===== src/rtl/crc_byte_sequencer_if.sv =====
// Word stream handshake between the host FIFO/MMIO side and the sequencer.
// Ports: word_valid/word_data from master, word_ready from slave.
interface crc_byte_sequencer_if;
  logic        word_valid;
  logic [31:0] word_data;
  logic        word_ready;

  modport master (
    output word_valid,
    output word_data,
    input  word_ready
  );

  modport slave (
    input  word_valid,
    input  word_data,
    output word_ready
  );
endinterface


===== src/rtl/crc_byte_sequencer.sv =====
// Byte sequencer for a byte-serial CRC engine fed by a 32-bit word stream.
// Unpacks words into bytes, triggers the engine once per byte, finalises
// the result and raises a sticky completion irq.
// Ports: clk, rst_n (sync, active-low), start/msg_len/abort control,
//   word (word stream slave), crc_trigger/crc_byte/crc_busy/crc_done_pulse/
//   crc_finish engine side, busy/bytes_left/irq/irq_clr status.
// Optional: CRC_SEQ_WATCHDOG_EN adds an 8-bit stall watchdog and err output.
module crc_byte_sequencer #(
  parameter int LEN_W     = 16,
  parameter bit LSB_FIRST = 1'b1
) (
  input  logic                 clk,
  input  logic                 rst_n,
  input  logic                 start,
  input  logic [LEN_W-1:0]     msg_len,
  input  logic                 abort,
  crc_byte_sequencer_if.slave  word,
  output logic                 crc_trigger,
  output logic [7:0]           crc_byte,
  input  logic                 crc_busy,
  input  logic                 crc_done_pulse,
  output logic                 crc_finish,
  output logic                 busy,
  output logic [LEN_W-1:0]     bytes_left,
  output logic                 irq,
  input  logic                 irq_clr
`ifdef CRC_SEQ_WATCHDOG_EN
  ,
  output logic                 err
`endif
);

  typedef enum logic [2:0] {
    IDLE,
    WAIT_WORD,
    ISSUE,
    WAIT_ENG,
    FINISH,
    DRAIN
  } state_t;

  state_t      state;
  logic [1:0]  byte_idx;
  logic [31:0] word_q;
  logic [1:0]  lane;

`ifdef CRC_SEQ_WATCHDOG_EN
  logic [7:0]  wd_cnt;
`endif

  assign lane = LSB_FIRST ? byte_idx : (2'd3 - byte_idx);
  assign crc_byte = word_q[{lane, 3'b000} +: 8];

  // abort masks any handshake or pulse in the cycle it cancels
  assign word.word_ready = (state == WAIT_WORD) && !abort;
  assign crc_trigger = (state == ISSUE) && !crc_busy && !abort;
  assign crc_finish  = (state == FINISH) && !abort;
  assign busy        = (state != IDLE);

  always_ff @(posedge clk) begin
    if (!rst_n) begin
      state      <= IDLE;
      byte_idx   <= 2'd0;
      word_q     <= 32'd0;
      bytes_left <= '0;
      irq        <= 1'b0;
`ifdef CRC_SEQ_WATCHDOG_EN
      wd_cnt     <= 8'd0;
      err        <= 1'b0;
`endif
    end else begin
      // clear first; a same-cycle set below overrides it
      if (irq_clr) begin
        irq <= 1'b0;
      end
`ifdef CRC_SEQ_WATCHDOG_EN
      if (irq_clr) begin
        err <= 1'b0;
      end
      wd_cnt <= 8'd0;
`endif
      if (abort && state != IDLE) begin
        state      <= IDLE;
        bytes_left <= '0;
      end else begin
        unique case (state)
          IDLE: begin
            if (start) begin
              if (msg_len != '0) begin
                bytes_left <= msg_len;
                state      <= WAIT_WORD;
              end else begin
                state <= FINISH;
              end
            end
          end
          WAIT_WORD: begin
            if (word.word_valid) begin
              word_q   <= word.word_data;
              byte_idx <= 2'd0;
              state    <= ISSUE;
            end
          end
          ISSUE: begin
            if (!crc_busy) begin
              state <= WAIT_ENG;
            end
          end
          WAIT_ENG: begin
            if (crc_done_pulse) begin
              if (bytes_left <= LEN_W'(1)) begin
                bytes_left <= '0;
                state      <= FINISH;
              end else begin
                bytes_left <= bytes_left - LEN_W'(1);
                if (byte_idx == 2'd3) begin
                  state <= WAIT_WORD;
                end else begin
                  byte_idx <= byte_idx + 2'd1;
                  state    <= ISSUE;
                end
              end
            end
`ifdef CRC_SEQ_WATCHDOG_EN
            else if (wd_cnt == 8'd254) begin
              state      <= IDLE;
              bytes_left <= '0;
              err        <= 1'b1;
            end else begin
              wd_cnt <= wd_cnt + 8'd1;
            end
`endif
          end
          FINISH: begin
            state <= DRAIN;
          end
          DRAIN: begin
            if (!crc_busy) begin
              irq   <= 1'b1;
              state <= IDLE;
            end
`ifdef CRC_SEQ_WATCHDOG_EN
            else if (wd_cnt == 8'd254) begin
              state <= IDLE;
              err   <= 1'b1;
            end else begin
              wd_cnt <= wd_cnt + 8'd1;
            end
`endif
          end
          default: begin
            state <= IDLE;
          end
        endcase
      end
    end
  end

endmodule


===== src/flat_wrapper.sv =====
// flat-port wrapper written by rule: the top's interface ports become plain ports
module crc_byte_sequencer_flat 
#(
  parameter int LEN_W     = 16,
  parameter bit LSB_FIRST = 1'b1
)
  (clk, rst_n, start, msg_len, abort, crc_trigger, crc_byte, crc_busy, crc_done_pulse, crc_finish, busy, bytes_left, irq, irq_clr, word_word_valid, word_word_data, word_word_ready);
  crc_byte_sequencer_if word_i ();
  input  logic clk;
  input  logic rst_n;
  input  logic start;
  input  logic [LEN_W-1:0] msg_len;
  input  logic abort;
  output logic crc_trigger;
  output logic [7:0] crc_byte;
  input  logic crc_busy;
  input  logic crc_done_pulse;
  output logic crc_finish;
  output logic busy;
  output logic [LEN_W-1:0] bytes_left;
  output logic irq;
  input  logic irq_clr;
  input wire logic [$bits(word_i.word_valid)-1:0] word_word_valid;
  input wire logic [$bits(word_i.word_data)-1:0] word_word_data;
  output wire logic [$bits(word_i.word_ready)-1:0] word_word_ready;
  assign word_i.word_valid = word_word_valid;
  assign word_i.word_data = word_word_data;
  assign word_word_ready = word_i.word_ready;
  crc_byte_sequencer #(.LEN_W(LEN_W), .LSB_FIRST(LSB_FIRST)) u_core (.clk(clk), .rst_n(rst_n), .start(start), .msg_len(msg_len), .abort(abort), .word(word_i), .crc_trigger(crc_trigger), .crc_byte(crc_byte), .crc_busy(crc_busy), .crc_done_pulse(crc_done_pulse), .crc_finish(crc_finish), .busy(busy), .bytes_left(bytes_left), .irq(irq), .irq_clr(irq_clr));
endmodule

===== config.mk =====
export PLATFORM = sky130hd
export DESIGN_NAME = crc_byte_sequencer_flat
export DESIGN_NICKNAME = d
export VERILOG_FILES = /design/src/rtl/crc_byte_sequencer_if.sv /design/src/rtl/crc_byte_sequencer.sv /design/src/flat_wrapper.sv
export SDC_FILE = /design/constraint.sdc
export NUM_CORES = 1
export LEC_CHECK = 0
export CAP_MARGIN = 20
export CORE_MARGIN = 2
export CORE_UTILIZATION = 51
export DETAILED_ROUTE_END_ITERATION = 16
export GPL_ROUTABILITY_DRIVEN = 0
export PLACE_DENSITY = 0.85
export SYNTH_ARGS = -nofsm -noshare
export SYNTH_HDL_FRONTEND = slang
export SYNTH_SLANG_ARGS = --single-unit

===== constraint.sdc =====
create_clock -name clk -period 3.72 [get_ports clk]
set_input_delay 0.558 -clock clk [delete_from_list [all_inputs] [get_ports clk]]
set_output_delay 0.558 -clock clk [all_outputs]
set_load 0.02 [all_outputs]

After elaboration in Yosys (flattened, before gate mapping) --
Index checks and enable logic that the tools add are counted.
Word-level totals: input bits 56, output and inout bits 29, logic and storage cells 65, register bits after elaboration 54
Cells by class: order comparisons 1, reductions and logical operators 17, muxes and demuxes 23, add/subtract/negate cells 2, bitwise logic cells 2, eq/ne operators 14, shifts and indexed selects 1
Operators with widths (count):
- $mux W16 | 4
- $pmux W16 S2 | 1
- $shiftx A32 B6 Y8 | 1
- $mux W3 | 7
- $pmux W3 S6 | 1
- $le A16 B1 Y1 const B | 1
- $reduce_bool A16 Y1 | 1
- $sub A16 B1 Y16 const B | 1
- $ne A2 B2 Y1 const B | 7
- $mux W2 | 5
- $eq A3 B2 Y1 const B | 2
- $eq A3 B3 Y1 const B | 2
- $reduce_and A6 Y1 | 1
- $logic_and A1 B1 Y1 | 5
- $reduce_and A5 Y1 | 1
- $mux W1 | 4
- $pmux W2 S2 | 1
- $reduce_and A4 Y1 | 1
- $reduce_bool A2 Y1 | 2
- $eq A3 B1 Y1 const B | 1
- $logic_not A3 Y1 | 1
- $reduce_and A3 Y1 | 1
- $reduce_bool A3 Y1 | 1
- $add A2 B1 Y2 const B | 1
- 5 further kinds | 7

Logic depth before layout (Yosys ltp) --
Gate-level depths: netlist (run 1).
depth after elaboration 5, mapped depth 9, depth with buffers taken out 7

Worst setup path before layout (run 1) --
OpenSTA, ideal clock, no wires.
path type reg-to-reg, from register u_core.bytes_left[8], to register u_core.bytes_left[15], stages on the path, launching flop included 7, library setup time 0.123 ns, data required time 3.597 ns, path slack 1.473 ns, arrival 2.124 ns, path buffers 1, cell sequence dfxtp_1 or4_1 buf_2 or4_4 or3_1 a21oi_1 o22ai_1
Between the ends: word-level cells in the longest chain between the ends 4
Ends and longest elaborated chain:
- start, declared | RTL line crc_byte_sequencer.sv:24 | output logic [LEN_W-1:0] bytes_left,
- start signal, assigned | RTL line crc_byte_sequencer.sv:90 | bytes_left <= msg_len;
- start signal, assigned | RTL line crc_byte_sequencer.sv:115 | bytes_left <= bytes_left - LEN_W'(1);
- $sub A16 B1 Y16 / $le A16 B1 Y1 (equally long branches) | RTL line crc_byte_sequencer.sv:115, crc_byte_sequencer.sv:111
- $mux W16 (*) | RTL line crc_byte_sequencer.sv:111 | if (bytes_left <= LEN_W'(1)) begin
- $mux W16 (*) | RTL line crc_byte_sequencer.sv:110 | if (crc_done_pulse) begin
- $pmux W16 S2 (*) | RTL line crc_byte_sequencer.sv:86 | unique case (state)
Every way passes the cells marked *; elsewhere a longest branch is shown, timed or not. The select of a mux whose other input is x is not followed. A chain may end at the register's enable or synchronous reset.

Worst setup path in the final report (run 1) --
from register u_core.state[1], to output crc_trigger
Between the ends: word-level cells in the longest chain between the ends 3
Ends and longest elaborated chain:
- start, declared | RTL line crc_byte_sequencer.sv:42 | state_t state;
- start signal, assigned | RTL line crc_byte_sequencer.sv:62 | state <= IDLE;
- start signal, assigned | RTL line crc_byte_sequencer.sv:83 | state <= IDLE;
- start signal, assigned | RTL line crc_byte_sequencer.sv:91 | state <= WAIT_WORD;
- $eq A3 B2 Y1 | RTL line crc_byte_sequencer.sv:56 | assign crc_trigger = (state == ISSUE) && !crc_busy && !abort;
- $logic_and A1 B1 Y1 (2 in a row) | RTL line crc_byte_sequencer.sv:56
- end, declared | RTL line flat_wrapper.sv:14 | output logic crc_trigger;
Every way passes these cells.

==> impl_metrics.json, run 1 <==
{
  "start_util_pct": 53.03,
  "max-slew-margin-rel_pct": 46.98,
  "crit_type": "register to output pin",
  "area_delta_synth_final_pct": 33.94,
  "rows": 27,
  "cts_buffer_depth": 2,
  "cts_resized": 0,
  "netlist_area_um2": 2938,
  "first_pass_iters": 5,
  "syn_nets": 419,
  "yosysWarnings": 0,
  "clock_sinks": 54,
  "cap_viol_max_count": 0,
  "yosysTopAreaCell": "dfxtp_1",
  "synth_ff_type": "dfxtp_1",
  "vias_per_cell": 6.020,
  "clkSlewWorstSetupHoldPaths_ns": 0.10,
  "hold_viol_final": 0,
  "cts_tree": "done",
  "htreeDepth": 2,
  "syn_avg_cell_area_um2": 8.161,
  "post_dp_cell_area_um2": 3819,
  "grt_pass1_wl_um": 13410,
  "post_drt_wl_per_cell_um": 15.89,
  "cts_setup_buffers": 0,
  "layout_setup_ws_ns": 0.9129,
  "fin_setup_tns_ns": 0,
  "port_buffers": 84,
  "nets": 490,
  "grt_usage_pct": 26.11,
  "ys_types": 48,
  "worstPathRequired_ns": 3.16,
  "place_ws_ns": 1.063,
  "drive_gt1_share_pct": 7.639,
  "gr-total-overflow": 0,
  "io_pins": 85,
  "post-dp-hpwl_um": 5802,
  "seqPwrFrac_pct": 39.4,
  "insertion_delay_ns": 0.31,
  "fin_skew_ns": 0.007884,
  "syn-instance-count": 360,
  "grt_max_degree": 36,
  "fmax_ghz": 0.3562,
  "power.leakage_nw": 1.320,
  "crit_path_start_kind": "register",
  "antennaDiodeCount": 0,
  "synth_edf_count": 0,
  "p_clk_share_pct": 23.3,
  "yosys-top-cells-count": "nand2_1, dfxtp_1, a21boi_0, a21oi_1, clkbuf_1",
  "crit_path_end_kind": "output pin",
  "drt_iter0_drc": 230,
  "numCtsBuffers": 5,
  "rsz0062_at_grt": "no",
  "min_period_ns": 2.807,
  "coreArea_um2": 5540,
  "synthDominantCellAreaShare_pct": 36.80,
  "die_h_um": 79.90,
  "cp_max_fo": 12,
  "vias": 3034,
  "ant_nets": 0,
  "fin_util_pct": 71.03,
  "first_global_vias": 2859,
  "irDropWorstVdd_v": 0.0002304,
  "slew_viol_final": 0,
  "drcViolationCount": 0,
  "holdBufCountCts": 0,
  "yosys-top-cells-area": "dfxtp_1, nand2_1, a21boi_0",
  "switching_share_pct": 36.53,
  "cts.root.buffer_cell": "clkbuf_8",
  "die_w_um": 79.90,
  "crit_arrival_ns": 2.25,
  "status": "finished clean",
  "hold_path.class": "register to register",
  "routed_wl_um": 8007,
  "power_switching_mw": 0.6412,
  "powerDensity_nw_per_um2": 446.0,
  "yosysSeqAreaShare_pct": 36.80,
  "async_reset_ff_share_pct": 0,
  "design_area_um2": 3935,
  "setup_viol": 0,
  "period_share_pct": 75.46,
  "max_slew.worst_pin.slew_ns": 0.7881,
  "fp.dieArea_um2": 6383,
  "p_comb_share_pct": 37.3,
  "antenna_found_initial": 0,
  "synth_seq_cells": 54,
  "internal_power_mw": 1.114,
  "synth.most_common_cell": "nand2_1"
}
## stage by stage
step           hold WS (ns)  instances  total power, mW
2_1_floorplan        0.4402        360            1.105
3_3_place_gp         0.4475        496            1.335
3_5_place_dp         0.4562        496            1.345
4_1_cts              0.4708        504            1.749
5_1_grt              0.4886        504            1.853
6_report             0.4674        504            1.755
## layout by cell type, fill, tap and decap left out, types with 5 or more instances in the layout
cell type | netlist | layout
nand2_1 | 92 | 92
clkdlybuf4s50_1 | 0 | 84
dfxtp_1 | 54 | 54
a21boi_0 | 34 | 34
a21oi_1 | 24 | 24
o32ai_1 | 11 | 11
nor4_1 | 9 | 9
mux4_2 | 8 | 8
nor3_1 | 8 | 8
o21ai_0 | 8 | 8
inv_1 | 7 | 7
buf_4 | 0 | 7
nand3_1 | 6 | 6
nor2_1 | 5 | 5
a211oi_1 | 5 | 5
clkbuf_8 | 0 | 5
## cell type report
type	instances	area, um^2
clock buffers	5	68.82
clock inverters	3	47.55
fillers	461	1605
inverters	8	30.03
multi-input cells	271	1724
flip-flops and latches	54	1081
well taps	72	90.09
repair buffers	91	893.4
## power groups by stage
stage | logic (mW) | clock network (mW) | registers (mW)
after floorplan | 0.394 | 0 | 0.711
after global placement | 0.634 | 0 | 0.701
after detailed placement | 0.642 | 0 | 0.703
after CTS | 0.646 | 0.414 | 0.690
after global routing | 0.712 | 0.440 | 0.701
final | 0.655 | 0.409 | 0.692
## kinds of logic (layout without fill, tap and decap cells)
| group | count (synthesis) | in the layout | synth area share, % |
|---|---|---|---|
| and+or+nand+nor | 150 | 150 | 24.36 |
| AOI/OAI and AO/OA | 107 | 107 | 25.72 |
| DFF | 54 | 54 | 36.80 |
| buffers and inverters | 35 | 107 | 4.685 |
| muxes | 10 | 10 | 6.857 |
| adders and majority gates | 3 | 3 | 1.278 |
| xor gates and xnor gates | 1 | 1 | 0.2982 |
## layer usage
metal | global-route usage [%] | vias to the layer above | wire, um
li1 | - | 1458 | -
met1 | 33.64 | 1417 | 3260
met5 | 0 | - | 0
met2 | 43.67 | 147 | 3979
met3 | 5.656 | 12 | 624
met4 | 7.966 | 0 | 142
## registers in the layout (all words and copies together), names as in the netlist
name,cells
u_core.irq,1
u_core.state,3
u_core.bytes_left,16
u_core.word_q,32
u_core.byte_idx,2
## worst max-delay path, cell delays in order (launching register included)
cell and delay [ns]:
dfxtp_1 0.60, clkinv_1 0.36, nor2_1 0.20, and3_1 0.17, clkdlybuf4s50_1 0.60
## path summary, 6_finish.rpt
kind	from	to	slack (ns)	cells past startpoint
worst min-delay path	u_core.word_q[2]$_SDFFE_PN0P_	u_core.word_q[2]$_SDFFE_PN0P_	0.47	2
worst max register to register	u_core.bytes_left[8]$_SDFFE_PP0P_	u_core.bytes_left[9]$_SDFFE_PP0P_	1.27	7
worst min register to register	u_core.word_q[2]$_SDFFE_PN0P_	u_core.word_q[2]$_SDFFE_PN0P_	0.47	2
worst max-delay path	u_core.state[1]$_SDFFE_PP0P_	crc_trigger	0.91	4
No activity file was read; power rests on OpenSTA's default activity.
==> run 2: changes to the inputs <==
- CORE_UTILIZATION: 51 -> 43
- PLACE_DENSITY: 0.85 -> 0.76
- clock period: 3.72 -> 2.5 ns (I/O delays scaled with it)
==> impl_metrics.json, run 2 (synthesis results as in run 1) <==
{
  "status": "finished clean",
  "post-dp-hpwl_um": 5961,
  "slew_viol_final": 0,
  "power.leakage_nw": 1.336,
  "fp.dieArea_um2": 7509,
  "fill_cells": 580,
  "fmax_ghz": 0.4230,
  "cts_tree": "done",
  "routed_wl_um": 8306,
  "gr-total-overflow": 0,
  "port_buffers": 84,
  "layout_setup_ws_ns": 0.1357,
  "largest_reg_flops": 32,
  "final_common_cell": "nand2_1",
  "first_global_vias": 2796,
  "area_delta_synth_final_pct": 35.35,
  "top_register": "u_core.word_q",
  "vias": 3016,
  "regArea_um2": 1085,
  "multi_input_area_um2": 1724,
  "crit_path_start_kind": "register",
  "cp_max_fo": 10,
  "place_ws_ns": 0.08507,
  "clkSlewWorstSetupHoldPaths_ns": 0.11,
  "insertion_delay_ns": 0.32,
  "fin_skew_ns": 0.01209,
  "period_share_pct": 94.57,
  "numCtsBuffers": 5,
  "fin_setup_tns_ns": 0,
  "finalPower_mw": 2.580,
  "drive_gt1_share_pct": 9.382,
  "min_period_ns": 2.364,
  "nets": 495,
  "post_drt_wl_per_cell_um": 16.07,
  "drcViolationCount": 0,
  "vias_per_cell": 5.834,
  "irDropWorstVdd_v": 0.0003988,
  "die_h_um": 86.66,
  "max-slew-margin-rel_pct": 57.51,
  "rows": 30,
  "setup_viol": 0,
  "start_util_pct": 43.72,
  "max_slew.worst_pin.slew_ns": 0.6358,
  "cap_viol_max_count": 0,
  "io_pins": 85,
  "crit_type": "register to output pin",
  "clock_sinks": 54,
  "cts_buffer_depth": 2,
  "ant_nets": 0,
  "top_regs": "u_core.word_q x32, u_core.bytes_left x16, u_core.state x3",
  "crit_path_end_kind": "output pin",
  "hold_path.class": "register to register",
  "coreArea_um2": 6719,
  "hold_viol_final": 0,
  "grt_usage_pct": 22.17,
  "htreeDepth": 2,
  "grt_pass1_wl_um": 13470,
  "powerDensity_nw_per_um2": 648.8,
  "drt_iter0_drc": 239,
  "first_pass_iters": 5,
  "cts.root.buffer_cell": "clkbuf_8",
  "crit_arrival_ns": 1.99,
  "grt_max_degree": 36,
  "holdBufCountCts": 0,
  "antenna_found_initial": 0,
  "antennaDiodeCount": 0,
  "rsz0062_at_grt": "no",
  "die_w_um": 86.66,
  "worstPathRequired_ns": 2.12,
  "layout_common_cells": "nand2_1, clkdlybuf4s50_1, dfxtp_1"
}
==> run 2: cell types whose count changed in the layout (fill, tap and decap cells not counted), sizes merged <==
cell      before  now
buf            7   12
clkinvlp       0    1
bufinv         1    0
==> run 2: timing repair <==
action,4_1_cts,5_1_grt
resized for setup,2,1
setup buffers,0,0
setup endpoints to repair,7,1
pin swaps,0,0
==> run 2: final timing paths <==
kind                                      from  depth (start not counted)                            endpoint  slack (ns)
max            u_core.byte_idx[1]$_SDFFE_PN0P_                          2                         crc_byte[7]        0.14
min              u_core.word_q[3]$_SDFFE_PN0P_                          2       u_core.word_q[3]$_SDFFE_PN0P_        0.47
max reg2reg  u_core.bytes_left[8]$_SDFFE_PP0P_                          5  u_core.bytes_left[15]$_SDFFE_PP0P_        0.16
min reg2reg      u_core.word_q[3]$_SDFFE_PN0P_                          2       u_core.word_q[3]$_SDFFE_PN0P_        0.47
==> run 2: final cells by class <==
type                       count  share of cell area [%]
multi-input combinational    271                   43.36
sequential                    54                   27.28
timing repair buffer          96                   23.73
tap                           80                   2.517
clock buffer                   5                   1.731
inverter                       8                  0.7552
clock inverter                 3                  0.6293
==> run 2: power by group <==
part,total (mW),internal (mW),switching (mW)
logic,1.03,0.463,0.572
registers,1.03,0.933,0.0974
clock network,0.514,0.203,0.311
total,2.58,1.60,0.981
==> run 2: layer usage <==
layer	global-route usage, %	vias up	wire length [um]
met5	0	-	0
met2	33.15	133	3783
met3	3.619	10	595
met4	8.097	0	112
li1	-	1466	-
met1	32.15	1407	3814
==> run 2: stage by stage <==
stage | hold slack [ns] | util [%] | cell area [um^2] | std cells
CTS | 0.4698 | 59.16 | 3975 | 517
finish | 0.4692 | 59.18 | 3976 | 517
floorplan | 0.4402 | - | 2938 | 360
detailed placement | 0.4557 | 57.73 | 3879 | 509
global route | 0.4937 | 59.18 | 3976 | 517
global placement | 0.4482 | 57.73 | 3879 | 509
==> run 2: critical path, cell delays in order (launching register included) <==
cell             delay (ns)
dfxtp_2                0.52
mux4_2                 0.56
clkdlybuf4s50_1        0.60
